<file path="src/rtl/neopixel_pkg.sv">
// Shared encodings and helpers for the NeoPixel pattern generator.
package neopixel_pkg;

    localparam int unsigned COLOR_W = 24;

    typedef enum logic [1:0] {
        MODE_INCREMENT = 2'd0,
        MODE_CHASE     = 2'd1,
        MODE_FADE      = 2'd2,
        MODE_HOLD      = 2'd3
    } mode_t;

    typedef enum logic [2:0] {
        ST_IDLE      = 3'd0,
        ST_READ      = 3'd1,
        ST_READ_WAIT = 3'd2,
        ST_WRITE     = 3'd3,
        ST_DONE      = 3'd4
    } state_t;

    // Halve each 8-bit channel of a 24-bit colour independently.
    function automatic logic [COLOR_W-1:0] fade_colour(input logic [COLOR_W-1:0] c);
        return {1'b0, c[23:17], 1'b0, c[15:9], 1'b0, c[7:1]};
    endfunction

endpackage

</file>
<file path="src/rtl/neopixel_frame_timer.sv">
// Free-running frame period counter: one-cycle trigger every C_RATE enabled clocks.
module neopixel_frame_timer #(
    parameter int unsigned C_RATE = 125000000
) (
    input  logic clock,
    input  logic reset,
    input  logic enable,
    output logic trigger
);

    localparam int unsigned CNT_W = $clog2(C_RATE + 1);

    logic [CNT_W-1:0] count;
    logic [CNT_W-1:0] count_next;

    // Count runs 1..C_RATE and reloads to 1 after the terminal value.
    always_comb begin
        count_next = (count == CNT_W'(C_RATE)) ? CNT_W'(1) : count + CNT_W'(1);
    end

    always_ff @(posedge clock) begin
        if (reset || !enable) begin
            count   <= '0;
            trigger <= 1'b0;
        end else begin
            count   <= count_next;
            trigger <= (count_next == CNT_W'(C_RATE));
        end
    end

endmodule

</file>
<file path="src/rtl/neopixel_pattern_gen.sv">
// Frame-based pixel pattern generator driving a simple read/write control bus.
module neopixel_pattern_gen
    import neopixel_pkg::*;
#(
    parameter int unsigned          C_RATE   = 125000000,
    parameter int unsigned          C_PIXELS = 12,
    parameter logic [COLOR_W-1:0]   C_STEP   = 24'h040201
) (
    input  logic        clock,
    input  logic        reset,
    input  logic        enable,
    input  logic [1:0]  mode,
    output logic        clock_ctrl,
    output logic        reset_ctrl,
    output logic        write_readf,
    output logic [31:0] address,
    output logic [31:0] write_data,
    input  logic [31:0] read_data,
    output logic        busy,
    output logic        frame_done,
    output logic [7:0]  missed_frames
);

    localparam logic [31:0] LAST_PIXEL = 32'(C_PIXELS - 1);

    state_t             state;
    mode_t              mode_q;
    mode_t              mode_in;
    logic [COLOR_W-1:0] base_colour;
    logic [31:0]        chase_pos;
    logic               trigger;
    logic               unused_read_hi;

    assign clock_ctrl     = clock;
    assign reset_ctrl     = reset;
    assign mode_in        = mode_t'(mode);
    assign unused_read_hi = ^read_data[31:24];

    neopixel_frame_timer #(
        .C_RATE (C_RATE)
    ) u_frame_timer (
        .clock   (clock),
        .reset   (reset),
        .enable  (enable),
        .trigger (trigger)
    );

    // Colour for a written pixel in the write-only modes.
    function automatic logic [31:0] pattern(input mode_t m, input logic [31:0] a);
        if (m == MODE_CHASE && a != chase_pos) begin
            return 32'h0;
        end
        return {8'h00, base_colour};
    endfunction

    always_ff @(posedge clock) begin
        if (reset) begin
            state         <= ST_IDLE;
            mode_q        <= MODE_INCREMENT;
            write_readf   <= 1'b0;
            address       <= '0;
            write_data    <= '0;
            base_colour   <= '0;
            chase_pos     <= '0;
            busy          <= 1'b0;
            frame_done    <= 1'b0;
            missed_frames <= '0;
        end else begin
            frame_done <= 1'b0;

            // Any trigger outside IDLE belongs to a frame still in progress.
            if (trigger && state != ST_IDLE && missed_frames != 8'hFF) begin
                missed_frames <= missed_frames + 8'd1;
            end

            case (state)
                ST_IDLE: begin
                    if (trigger && mode_in != MODE_HOLD) begin
                        mode_q  <= mode_in;
                        address <= '0;
                        busy    <= 1'b1;
                        if (mode_in == MODE_FADE) begin
                            state       <= ST_READ;
                            write_readf <= 1'b0;
                        end else begin
                            state       <= ST_WRITE;
                            write_readf <= 1'b1;
                            write_data  <= pattern(mode_in, 32'h0);
                        end
                    end
                end
                ST_READ: begin
                    state <= ST_READ_WAIT;
                end
                ST_READ_WAIT: begin
                    state       <= ST_WRITE;
                    write_readf <= 1'b1;
                    write_data  <= {8'h00, fade_colour(read_data[COLOR_W-1:0])};
                end
                ST_WRITE: begin
                    if (address == LAST_PIXEL) begin
                        state       <= ST_DONE;
                        write_readf <= 1'b0;
                        frame_done  <= 1'b1;
                        address     <= '0;
                        base_colour <= base_colour + C_STEP;
                        chase_pos   <= (chase_pos == LAST_PIXEL) ? 32'h0 : chase_pos + 32'd1;
                    end else if (mode_q == MODE_FADE) begin
                        state       <= ST_READ;
                        write_readf <= 1'b0;
                        address     <= address + 32'd1;
                    end else begin
                        address    <= address + 32'd1;
                        write_data <= pattern(mode_q, address + 32'd1);
                    end
                end
                ST_DONE: begin
                    state <= ST_IDLE;
                    busy  <= 1'b0;
                end
                default: begin
                    state       <= ST_IDLE;
                    write_readf <= 1'b0;
                    busy        <= 1'b0;
                end
            endcase
        end
    end

endmodule

</file>
<file path="config.mk">
export PLATFORM = sky130hd
export DESIGN_NAME = neopixel_pattern_gen
export DESIGN_NICKNAME = d
export VERILOG_FILES = /design/src/rtl/neopixel_pkg.sv /design/src/rtl/neopixel_frame_timer.sv /design/src/rtl/neopixel_pattern_gen.sv
export SDC_FILE = /design/constraint.sdc
export NUM_CORES = 1
export LEC_CHECK = 0
export ABC_AREA = 0
export CAP_MARGIN = 20
export CELL_PAD_IN_SITES_DETAIL_PLACEMENT = 1
export CELL_PAD_IN_SITES_GLOBAL_PLACEMENT = 1
export CORE_MARGIN = 2
export CORE_UTILIZATION = 42
export CTS_CLUSTER_SIZE = 30
export DETAILED_ROUTE_END_ITERATION = 8
export PLACE_DENSITY_LB_ADDON = 0.1
export SETUP_SLACK_MARGIN = 0.5
export SLEW_MARGIN = 20
export SYNTH_ARGS = -nofsm -noshare
export SYNTH_HDL_FRONTEND = slang
export SYNTH_SLANG_ARGS = --single-unit
</file>
<file path="constraint.sdc">
create_clock -name clock -period 4.2 [get_ports clock]
set_clock_uncertainty 0.2 [all_clocks]
set_input_delay 0.42 -clock clock [delete_from_list [all_inputs] [get_ports clock]]
set_output_delay 0.42 -clock clock [all_outputs]
set_load 0.05 [all_outputs]
</file>
==> impl_metrics.yaml, run 1 <==
die:
  dieHeight_um: 150
  num_rows: 53
  total_die_area_um2: 22600
  top_level_ports: 114
  starting_density_pct: 42.8
  placeableCoreArea_um2: 21000
  fp.dieW_um: 150
yosys:
  synth_largest_area_cell: "sky130_fd_sc_hd__dfxtp_1"
  number_of_standard_cells_after_synthesis: 1154
  yosysWarningCount: 0
  yosys.cell_count.top_type: "sky130_fd_sc_hd__nor2_1"
  synth_common_cells: "sky130_fd_sc_hd__nor2_1, sky130_fd_sc_hd__dfxtp_1, sky130_fd_sc_hd__a21oi_1"
  yosys_most_used_dff: "sky130_fd_sc_hd__dfxtp_1"
  synth-seq-area-share_pct: 34.7
  async_set_reset_flop_share_out_of_synthesis_pct: 0
  ys_ff_latch: 156
  synth.avg_cell_area_um2: 7.79
  synth_enable_flop_cells: 0
  synth.lib_cells_used.distinct: 70
  synth.top_cell.area_share_pct: 34.7
  post_synth_instance_area_um2: 8990
  synth.area.top_cells: "sky130_fd_sc_hd__dfxtp_1, sky130_fd_sc_hd__nor2_1, sky130_fd_sc_hd__xor2_1, sky130_fd_sc_hd__xnor2_1, sky130_fd_sc_hd__a21oi_1"
grt:
  overflow_left_after_global_routing: 0
  grtUsageTotal_pct: 25.8
  first_global_vias: 8908
  wire_length_of_the_first_global_routing_pass_um: 45900
  antenna_found_initial: 0
  largest_net_degree_at_the_start_of_global_routing: 77
setup_path:
  setup.worst_path.end_class: "output port"
  cp.required_ns: 3.58
  reg2reg_from: "address[16]"
  crit_fanout: 2
  worst_ep_arrival_time_ns: 3.04
  timing.reg2reg.worst_path_depth: 10
  critical_path.startpoint_type: "clock port"
  rr_endpoint: "write_data[5]"
  setup.reg_to_reg.worst_slack_ns: 0.68
  setup.worst_path.class: "clk2out"
timing:
  finalHoldViolCount: 0
  relative_slew_margins_pct: 45.6
  final-setup-viol-count: 0
  post-route-worst-setup-slack_ns: 0.544
  whs_ns: 0.0563
  worst_pin_slew_ns: 0.816
  rsz0062_at_grt: "false"
  setup_tns_ns: 0
  final-max-slew-violation-count: 0
cts:
  cts_hold_buf: 0
  clk_pin_slew_worst_paths_ns: 0.07
  clkLatencyLatePin_ns: 0.55
  tritoncts: "yes"
outcome:
  run_status: "completed"
finish:
  postLayoutCoreUtil_pct: 51.4
  antenna_cells: 0
  layout-drive-gt1-share_pct: 7.76
  nets: 1256
  area_delta_synth_final_pct: 20.0
detailed_routing:
  totalWireLength_um: 28200
  detail-route-antenna-nets: 0
  detail_route.drc_violations: 0
  wire_length_per_cell_um: 18.8
  vias: 8709
  dr_vias_cell: 5.81
  initialDrtViolationCount: 395
  dr.pass1.iters: 5
power_and_ir_drop:
  total_leakage_power_nw: 3.61
  worst_ir_drop_vdd_uv: 184
  cell_area_power_density_nw_per_um2: 312
place:
  io_buffer_count: 94
  detailed_place_hpwl_um: 19600
  finalWeightedCongestion: 0.839
  post-place-ws_ns: 0.527
worst_hold_path:
  worstHoldEndpoint: "address[28]"
  timing.hold.worst.start: "reset"
  whs_path_depth: 2
  worstHoldPathType: "in2reg"
job:
  maxCapViolations: 0
flip-flops by register name (all words and copies together) (netlist names):
signal,flops
missed_frames,8
u_frame_timer.count,27
busy,1
chase_pos,32
frame_done,1
write_data,24
state,3
write_readf,1
mode_q,2
u_frame_timer.trigger,1
address,32
base_colour,24
area by class of cell:
type,instances,area [um2]
Clock buffer,21,510
Clock inverter,15,176
Fill cell,2554,10200
Inverter,41,154
Multi-Input combinational cell,873,5350
Sequential cell,156,3120
Tap cell,275,344
Timing Repair Buffer,119,1140
how the worst max path moves through the flow:
| stage | startpoint | endpoint | slack (ns) | cells past startpoint |
|---|---|---|---|---|
| 2_1_floorplan | address[0] | write_data[10] | 0.63 | 11 |
| 3_3_place_gp | address[0] | write_data[14] | 0.61 | 10 |
| 3_5_place_dp | address[0] | write_data[5] | 0.53 | 10 |
| 4_1_cts | clock | clock_ctrl | 0.54 | 3 |
| 5_1_grt | address[16] | write_data[20] | 0.50 | 10 |
| 6_report | clock | clock_ctrl | 0.54 | 3 |
what timing repair did:
item                       4_1_cts  5_1_grt
setup endpoints to repair        1       21
cloned                           0        0
pin swaps                        0        1
setup buffers                    0        1
resized for setup                2        2
per-stage QoR:
stage | instances | instance area, um2 | total power (W)
CTS | 1499 | 10800 | 0.00341
finish | 1500 | 10800 | 0.00337
floorplan | 1161 | 9020 | 0.00162
global placement | 1463 | 10100 | 0.00165
global route | 1500 | 10800 | 0.00348
detailed placement | 1464 | 10100 | 0.00165
worst max-delay path: stages:
cell                              delay, ns
sky130_fd_sc_hd__clkbuf_16             0.12
sky130_fd_sc_hd__clkbuf_16             0.13
sky130_fd_sc_hd__clkdlybuf4s50_1       0.69
routing by layer:
layer | routed length [um] | global-route usage (%)
met1 | 12500 | 31.7
met2 | 13600 | 42.9
met3 | 1070 | 4.88
met4 | 1010 | 12.9
met5 | 0 | 0
kinds of logic (layout without fill, tap and decap cells):
kind of cell / Yosys count / in the layout / share of synthesized area (%)
compound gates: 219 / 219 / 16.0
xor+xnor: 123 / 123 / 12.0
fa+ha+maj: 7 / 7 / 0.974
buf+inv: 132 / 196 / 6.47
flops: 156 / 156 / 34.7
mux: 4 / 4 / 0.445
other cells: 1 / 8 / 0.0417
simple gates: 512 / 512 / 29.4
where the power goes:
group          switching, W  internal (W)
Combinational     0.0000534     0.0000272
Sequential       0.00000143       0.00148
Clock              0.000769       0.00104
Total              0.000824       0.00254
placed cells by master, fill, tap and decap left out, types with 35 or more instances in the layout:
master                            synthesis  layout
sky130_fd_sc_hd__nor2_1                 166     166
sky130_fd_sc_hd__dfxtp_1                156     155
sky130_fd_sc_hd__clkdlybuf4s50_1          0      93
sky130_fd_sc_hd__a21oi_1                 78      78
sky130_fd_sc_hd__nand2_1                 76      76
sky130_fd_sc_hd__xor2_1                  63      63
sky130_fd_sc_hd__xnor2_1                 60      60
sky130_fd_sc_hd__nand4_1                 52      52
sky130_fd_sc_hd__nand3_1                 48      47
sky130_fd_sc_hd__o21ai_0                 42      42
sky130_fd_sc_hd__inv_1                   41      41
sky130_fd_sc_hd__nor3_1                  36      35
Note: power is estimated with default switching activity, not from simulation.
==> run 2: changes to the inputs <==
- CTS_CLUSTER_DIAMETER: not set -> 50
==> results of run 2 <==
Same layout as run 1: the final DEF is identical, and so are final timing and power.
==> RTL edit 1: new RTL, settings of run 2 <==
Put one more register stage on the output `address`, cleared by the reset. The value now appears one clock later. The other outputs are not delayed to match.
--- a/src/rtl/neopixel_pattern_gen.sv
+++ b/src/rtl/neopixel_pattern_gen.sv
@@ -23,4 +23,6 @@
 
     localparam logic [31:0] LAST_PIXEL = 32'(C_PIXELS - 1);
+
+    logic [31:0] address_s0;
 
     state_t             state;
@@ -59,5 +61,5 @@
             mode_q        <= MODE_INCREMENT;
             write_readf   <= 1'b0;
-            address       <= '0;
+            address_s0    <= '0;
             write_data    <= '0;
             base_colour   <= '0;
@@ -78,5 +80,5 @@
                     if (trigger && mode_in != MODE_HOLD) begin
                         mode_q  <= mode_in;
-                        address <= '0;
+                        address_s0 <= '0;
                         busy    <= 1'b1;
                         if (mode_in == MODE_FADE) begin
@@ -99,9 +101,9 @@
                 end
                 ST_WRITE: begin
-                    if (address == LAST_PIXEL) begin
+                    if (address_s0 == LAST_PIXEL) begin
                         state       <= ST_DONE;
                         write_readf <= 1'b0;
                         frame_done  <= 1'b1;
-                        address     <= '0;
+                        address_s0  <= '0;
                         base_colour <= base_colour + C_STEP;
                         chase_pos   <= (chase_pos == LAST_PIXEL) ? 32'h0 : chase_pos + 32'd1;
@@ -109,8 +111,8 @@
                         state       <= ST_READ;
                         write_readf <= 1'b0;
-                        address     <= address + 32'd1;
+                        address_s0  <= address_s0 + 32'd1;
                     end else begin
-                        address    <= address + 32'd1;
-                        write_data <= pattern(mode_q, address + 32'd1);
+                        address_s0 <= address_s0 + 32'd1;
+                        write_data <= pattern(mode_q, address_s0 + 32'd1);
                     end
                 end
@@ -128,4 +130,12 @@
     end
 
+    always_ff @(posedge clock) begin
+        if (reset) begin
+            address <= '0;
+        end else begin
+            address <= address_s0;
+        end
+    end
+
 endmodule
 
Behaviour: same outputs for any inputs over 4 cycles, from zero or initial values and one cycle with reset high; that may be too few to reach the edited logic, so the function may still have changed.
==> RTL edit 1 against run 2 <==
  * Synthesized area up 8.7%
  * Non-clock buffer count up 23
  * Critical path type is now reg2reg
  * Setup slack worse by 0.075 ns
  * Sequential cell count up 32
  * Critical endpoint is now write_data[14]
  * First-iteration DRC count up 68%
  * Final area up 11%
  * Wire length up 7.7%
  * Die area up 8.4%
Power is not compared: it rests on default switching activity, and its combinational part moved more than twofold at a synthesized area within 25%.
==> RTL edit 1: results (changes against run 2) <==
* Peak per-stage delay on the critical path at 0.66 ns (-0.03 ns)
* Synth async-reset ratio at 0% (unchanged)
* Place WS at 0.2119 ns (-0.3149 ns)
* Synth area leaders: dfxtp_1 (39%), xnor2_1 (5.3%), nor2_1 (5.1%), xor2_1 (5.1%), nand2_1 (4.6%)
* Sequential-to-total area share from yosys stat at 38.51% (+3.8 points)
* Worst-path clk slew at 0.08 ns
* First-pass GRT wire length at 48,230 um (+5.1%)
* Vias in the first global route at 9,041 (+1.5%)
* Crit-path max FO at 6 (+4)
* Dpl hpwl at 20,650 um (+5.4%)
* GP Congestion at 0.9210 (+9.7%)
* Worst EP arrival at 4.01 ns (+0.97 ns)
* Total GRT Usage at 25.03% (-0.72 points)
* Clock Latency Late Sink at 0.57 ns (+0.02 ns)
* Crit path max-delay family: simple AND/OR/NAND/NOR gates
* Antenna cells at 0 (unchanged)
* Starting DRT DRC Count at 665 (+68%)
* List of most frequent post-synthesis cells: dfxtp_1 (188), nor2_1 (133), nand2_1 (121)
* Relative slew slack at 36.23% (-9.4 points)
* Status: complete, no violations
* Routed len/inst at 19.14 um (+1.9%)
* Via density at 5.780 (-0.44%)
* Ys Warns at 0 (unchanged)
* Post-layout net count at 1,331 (+6.0%)
* Top flop regs: address: 32 flops, address_s0: 32 flops, chase_pos: 32 flops
* CP max-delay cell: or4_4
* Share of cells above drive strength 1 at 12.15% (+4.4 points)
* Layout fillers at 2,694 (+5.5%)
RTL edit 1: cell types whose count changed in the layout (fill, tap and decap cells not counted), sizes merged, moves of 17 or more:
cell	change
nor2	-33
o21ai	+44
a311oi	+19
a211o	-20
nand3b	+22
nand2	+44
buf	+23
nor2b	+30
dfxtp	+32
inv	-23
nand4	-17
a31oi	-21
a21oi	-33
RTL edit 1: logic make-up (layout without fill, tap and decap cells):
group	count (synthesis)	in the layout	share of synthesized area, %
XOR/XNOR	116	116	10.40
buffers and inverters	111	199	4.929
flip-flops	188	188	38.51
adder cells (fa/ha/maj)	7	7	0.8961
other	1	8	0.03837
AO/OA/AOI/OAI	208	208	14.39
multiplexers	5	5	0.5249
AND/OR/NAND/NOR	566	569	30.32
RTL edit 1: final timing paths:
| kind | from | depth (start not counted) | end | slack [ns] |
|---|---|---|---|---|
| setup / recovery | address_s0[10] | 8 | write_data[14] | 0.47 |
| hold / removal | reset | 2 | missed_frames[6] | 0.03 |
| setup reg to reg | address_s0[10] | 8 | write_data[14] | 0.47 |
| hold reg to reg | write_data[23] | 2 | write_data[23] | 0.29 |
RTL edit 1: final cells by class:
cell class,count,area share [%]
flip-flops and latches,188,31.74
clock buffers,22,4.309
repair buffers,142,10.86
inverters,21,0.6604
clock inverters,14,1.289
well taps,285,2.988
multi-input cells,913,48.15
RTL edit 1: through the flow:
step | cell area [um^2] | std cells | power (uW)
floorplan | 9806 | 1209 | 2235
global placement | 11010 | 1536 | 2360
detailed placement | 11010 | 1536 | 2370
CTS | 11790 | 1574 | 4154
global route | 11940 | 1585 | 4262
finish | 11940 | 1585 | 4110
RTL edit 1: repair_timing:
| item | in CTS | in global routing |
|---|---|---|
| cloned | 2 | 1 |
| gates resized for setup | 21 | 23 |
| setup buffers | 1 | 10 |
| hold endpoints to repair | 0 | 0 |
| setup endpoints to repair | 21 | 26 |
| pin swaps | 3 | 12 |
RTL edit 1: worst register-to-register path, cell delays in order, from the launching register on:
cell      delay (ns)
dfxtp_4         0.40
nand4_4         0.11
or4_4           0.59
nor3_4          0.23
a21oi_2         0.07
or4_4           0.49
or4b_4          0.60
or4_4           0.67
a311oi_2        0.28
RTL edit 1: layer usage:
metal	global-route usage, %	share of wire, %
met1	33.84	48
met2	40.78	46
met3	3.988	4.0
met4	8.301	2.5
met5	0	0
RTL edit 1: power by group through the flow:
stage / registers (uW) / logic (uW) / clock network (uW)
CTS: 1840 / 436 / 1880
detailed placement: 1880 / 434 / 54.9
global route: 1840 / 467 / 1950
global placement: 1880 / 424 / 54.9
finish: 1840 / 432 / 1840
floorplan: 1990 / 191 / 51.3
==> RTL edit 2: new RTL, settings of run 2 <==
Made on the original files. `C_RATE` is set to 125000000 in 2 places; all go to 62500000.
--- a/src/rtl/neopixel_frame_timer.sv
+++ b/src/rtl/neopixel_frame_timer.sv
@@ -1,5 +1,5 @@
 // Free-running frame period counter: one-cycle trigger every C_RATE enabled clocks.
 module neopixel_frame_timer #(
-    parameter int unsigned C_RATE = 125000000
+    parameter int unsigned C_RATE = 62500000
 ) (
     input  logic clock,
--- a/src/rtl/neopixel_pattern_gen.sv
+++ b/src/rtl/neopixel_pattern_gen.sv
@@ -3,5 +3,5 @@
     import neopixel_pkg::*;
 #(
-    parameter int unsigned          C_RATE   = 125000000,
+    parameter int unsigned          C_RATE   = 62500000,
     parameter int unsigned          C_PIXELS = 12,
     parameter logic [COLOR_W-1:0]   C_STEP   = 24'h040201
Function: no difference found for any inputs over 4 cycles, from zero or initial values and one cycle with reset high; that may be too few to reach the edited logic, so the function may still have changed.
==> RTL edit 2 against run 2 <==
  * Synthesized area decreased by 1.2%
  * Sequential cell count decreased by 1
  * Die area decreased by 1.1%
  * Largest cell class unchanged
  * Final area decreased by 1.5%
  * Setup slack got worse by 0.0021 ns
  * Critical endpoint unchanged
  * Wire length increased by 0.33%
  * Power increased by 4.6%
  * Critical path type unchanged
==> RTL edit 2: results (changes against run 2) <==
* Dpl hpwl at 19,310 um (-1.4%)
* Cell Area, Placed at 9903 um^2 (-1.9%)
* Post-layout net count at 1,237 (-1.5%)
* Post-cts sizing count at 0 (-2)
* Mux share of post-synthesis cell area at 0.5630% (+0.12 points)
* R2R Path End: write_data[15]
* List of most frequent post-synthesis cells: dfxtp_1 (155), nor2_1 (154), nand2_1 (106)
* Worst IR Drop VDD at 329.7 uV (+79%)
* Hold Startpoint: busy
* Adder-cell share of the synthesized area at 0.9852% (+0.012 points)
* Total GRT Usage at 26.04% (+0.29 points)
* Synth area leaders: dfxtp_1 (35%), nor2_1 (6.5%), xor2_1 (6.4%), nand2_1 (4.5%), xnor2_1 (4.2%)
* Sw Share at 23.20% (-1.3 points)
* Sequential-to-total area share from yosys stat at 34.90% (+0.19 points)
* Worst reg-to-reg path cell count at 8 (-2)
* Leak pwr at 0.003513 uW (-2.8%)
* Synth unique cells at 57 (-19%)
* Pre-antenna DRT Iters at 7 (+2)
* Vias in the first global route at 8,580 (-3.7%)
* Top flop regs: address: 32 flops, chase_pos: 32 flops, u_frame_timer.count: 26 flops
* GP Congestion at 0.8483 (+1.1%)
* Largest net degree at the start of global routing at 79 (+2.6%)
* Starting DRT DRC Count at 408 (+3.3%)
* Worst-margin pin slew at 1.031 ns (+0.2155 ns)
* Share of cells above drive strength 1 at 7.054% (-0.70 points)
* WHS Endpoint: busy
* Hold Path Class: reg2reg
* Flop2flop setup slack at 0.79 ns (+0.11 ns)
* Compound-Gate Fraction of Synth Area at 15.88% (-0.11 points)
* Layout fillers at 2,527 (-1.1%)
* Worst-path clk slew at approximately 0.06 ns
* Drt total wl at 28,260 um (+0.33%)
* First-pass GRT wire length at 45,950 um (about the same)
* Worst EP arrival at 3.04 ns (about the same)
* Reg2reg start: address[3]
* Status: complete, no violations
[RTL edit 2: through the flow]
| stage | setup slack, ns | hold slack (ns) | std cells | utilization, % |
|---|---|---|---|---|
| after floorplan | 0.9566 | 0.2617 | 1157 | - |
| after global placement | 0.8079 | 0.2656 | 1446 | 47.40 |
| after global routing | 0.5318 | 0.3077 | 1480 | 50.92 |
| after detailed placement | 0.7954 | 0.2719 | 1446 | 47.41 |
| final | 0.5421 | 0.2731 | 1480 | 50.92 |
| after CTS | 0.5345 | 0.2817 | 1480 | 50.92 |
[RTL edit 2: cell type report]
type / count / area [um^2] / area share [%]
Inverter: 16 / 60.06 / 0.5646
Clock buffer: 21 / 510.5 / 4.799
Timing Repair Buffer: 106 / 1023 / 9.622
Tap cell: 275 / 344.1 / 3.235
Sequential cell: 155 / 3103 / 29.17
Multi-Input combinational cell: 893 / 5363 / 50.42
Clock inverter: 14 / 232.7 / 2.188
[RTL edit 2: kinds of logic (layout without fill, tap and decap cells)]
logic type | count (synthesis) | after routing
flip-flops | 155 | 155
multiplexers | 5 | 5
adder cells (fa/ha/maj) | 7 | 7
XOR/XNOR | 108 | 108
AO/OA/AOI/OAI | 224 | 224
AND/OR/NAND/NOR | 541 | 541
buffers and inverters | 109 | 157
other | 1 | 8
[RTL edit 2: power groups by stage]
stage	Clock [uW]	Combinational [uW]	Sequential [uW]
after floorplan	51.3	48.5	1500
after global placement	54.9	79.1	1510
after detailed placement	54.9	79.2	1510
after CTS	2000	79.1	1470
after global routing	2060	84.0	1470
final	1970	78.3	1470
[RTL edit 2: how the worst max path moves through the flow]
| stage | startpoint | end | slack (ns) | depth (start not counted) |
|---|---|---|---|---|
| after floorplan | address[0] | chase_pos[27] | 0.96 | 9 |
| after global placement | clock | clock_ctrl | 0.81 | 1 |
| after detailed placement | address[3] | write_data[23] | 0.80 | 8 |
| after CTS | clock | clock_ctrl | 0.53 | 3 |
| after global routing | clock | clock_ctrl | 0.53 | 3 |
| final | clock | clock_ctrl | 0.54 | 3 |
[RTL edit 2: metal layers]
metal  track usage (%)  vias up  share of wire, %
li1                  -     4171                 -
met2             44.13      197                49
met3             5.732       44               4.0
met4             8.571        0               2.1
met5                 0        -                 0
met1             32.80     4242                45
[RTL edit 2: worst max-delay path, cell delays in order]
cell             delay (ns)
clkbuf_16              0.12
clkbuf_16              0.13
clkdlybuf4s50_1        0.69
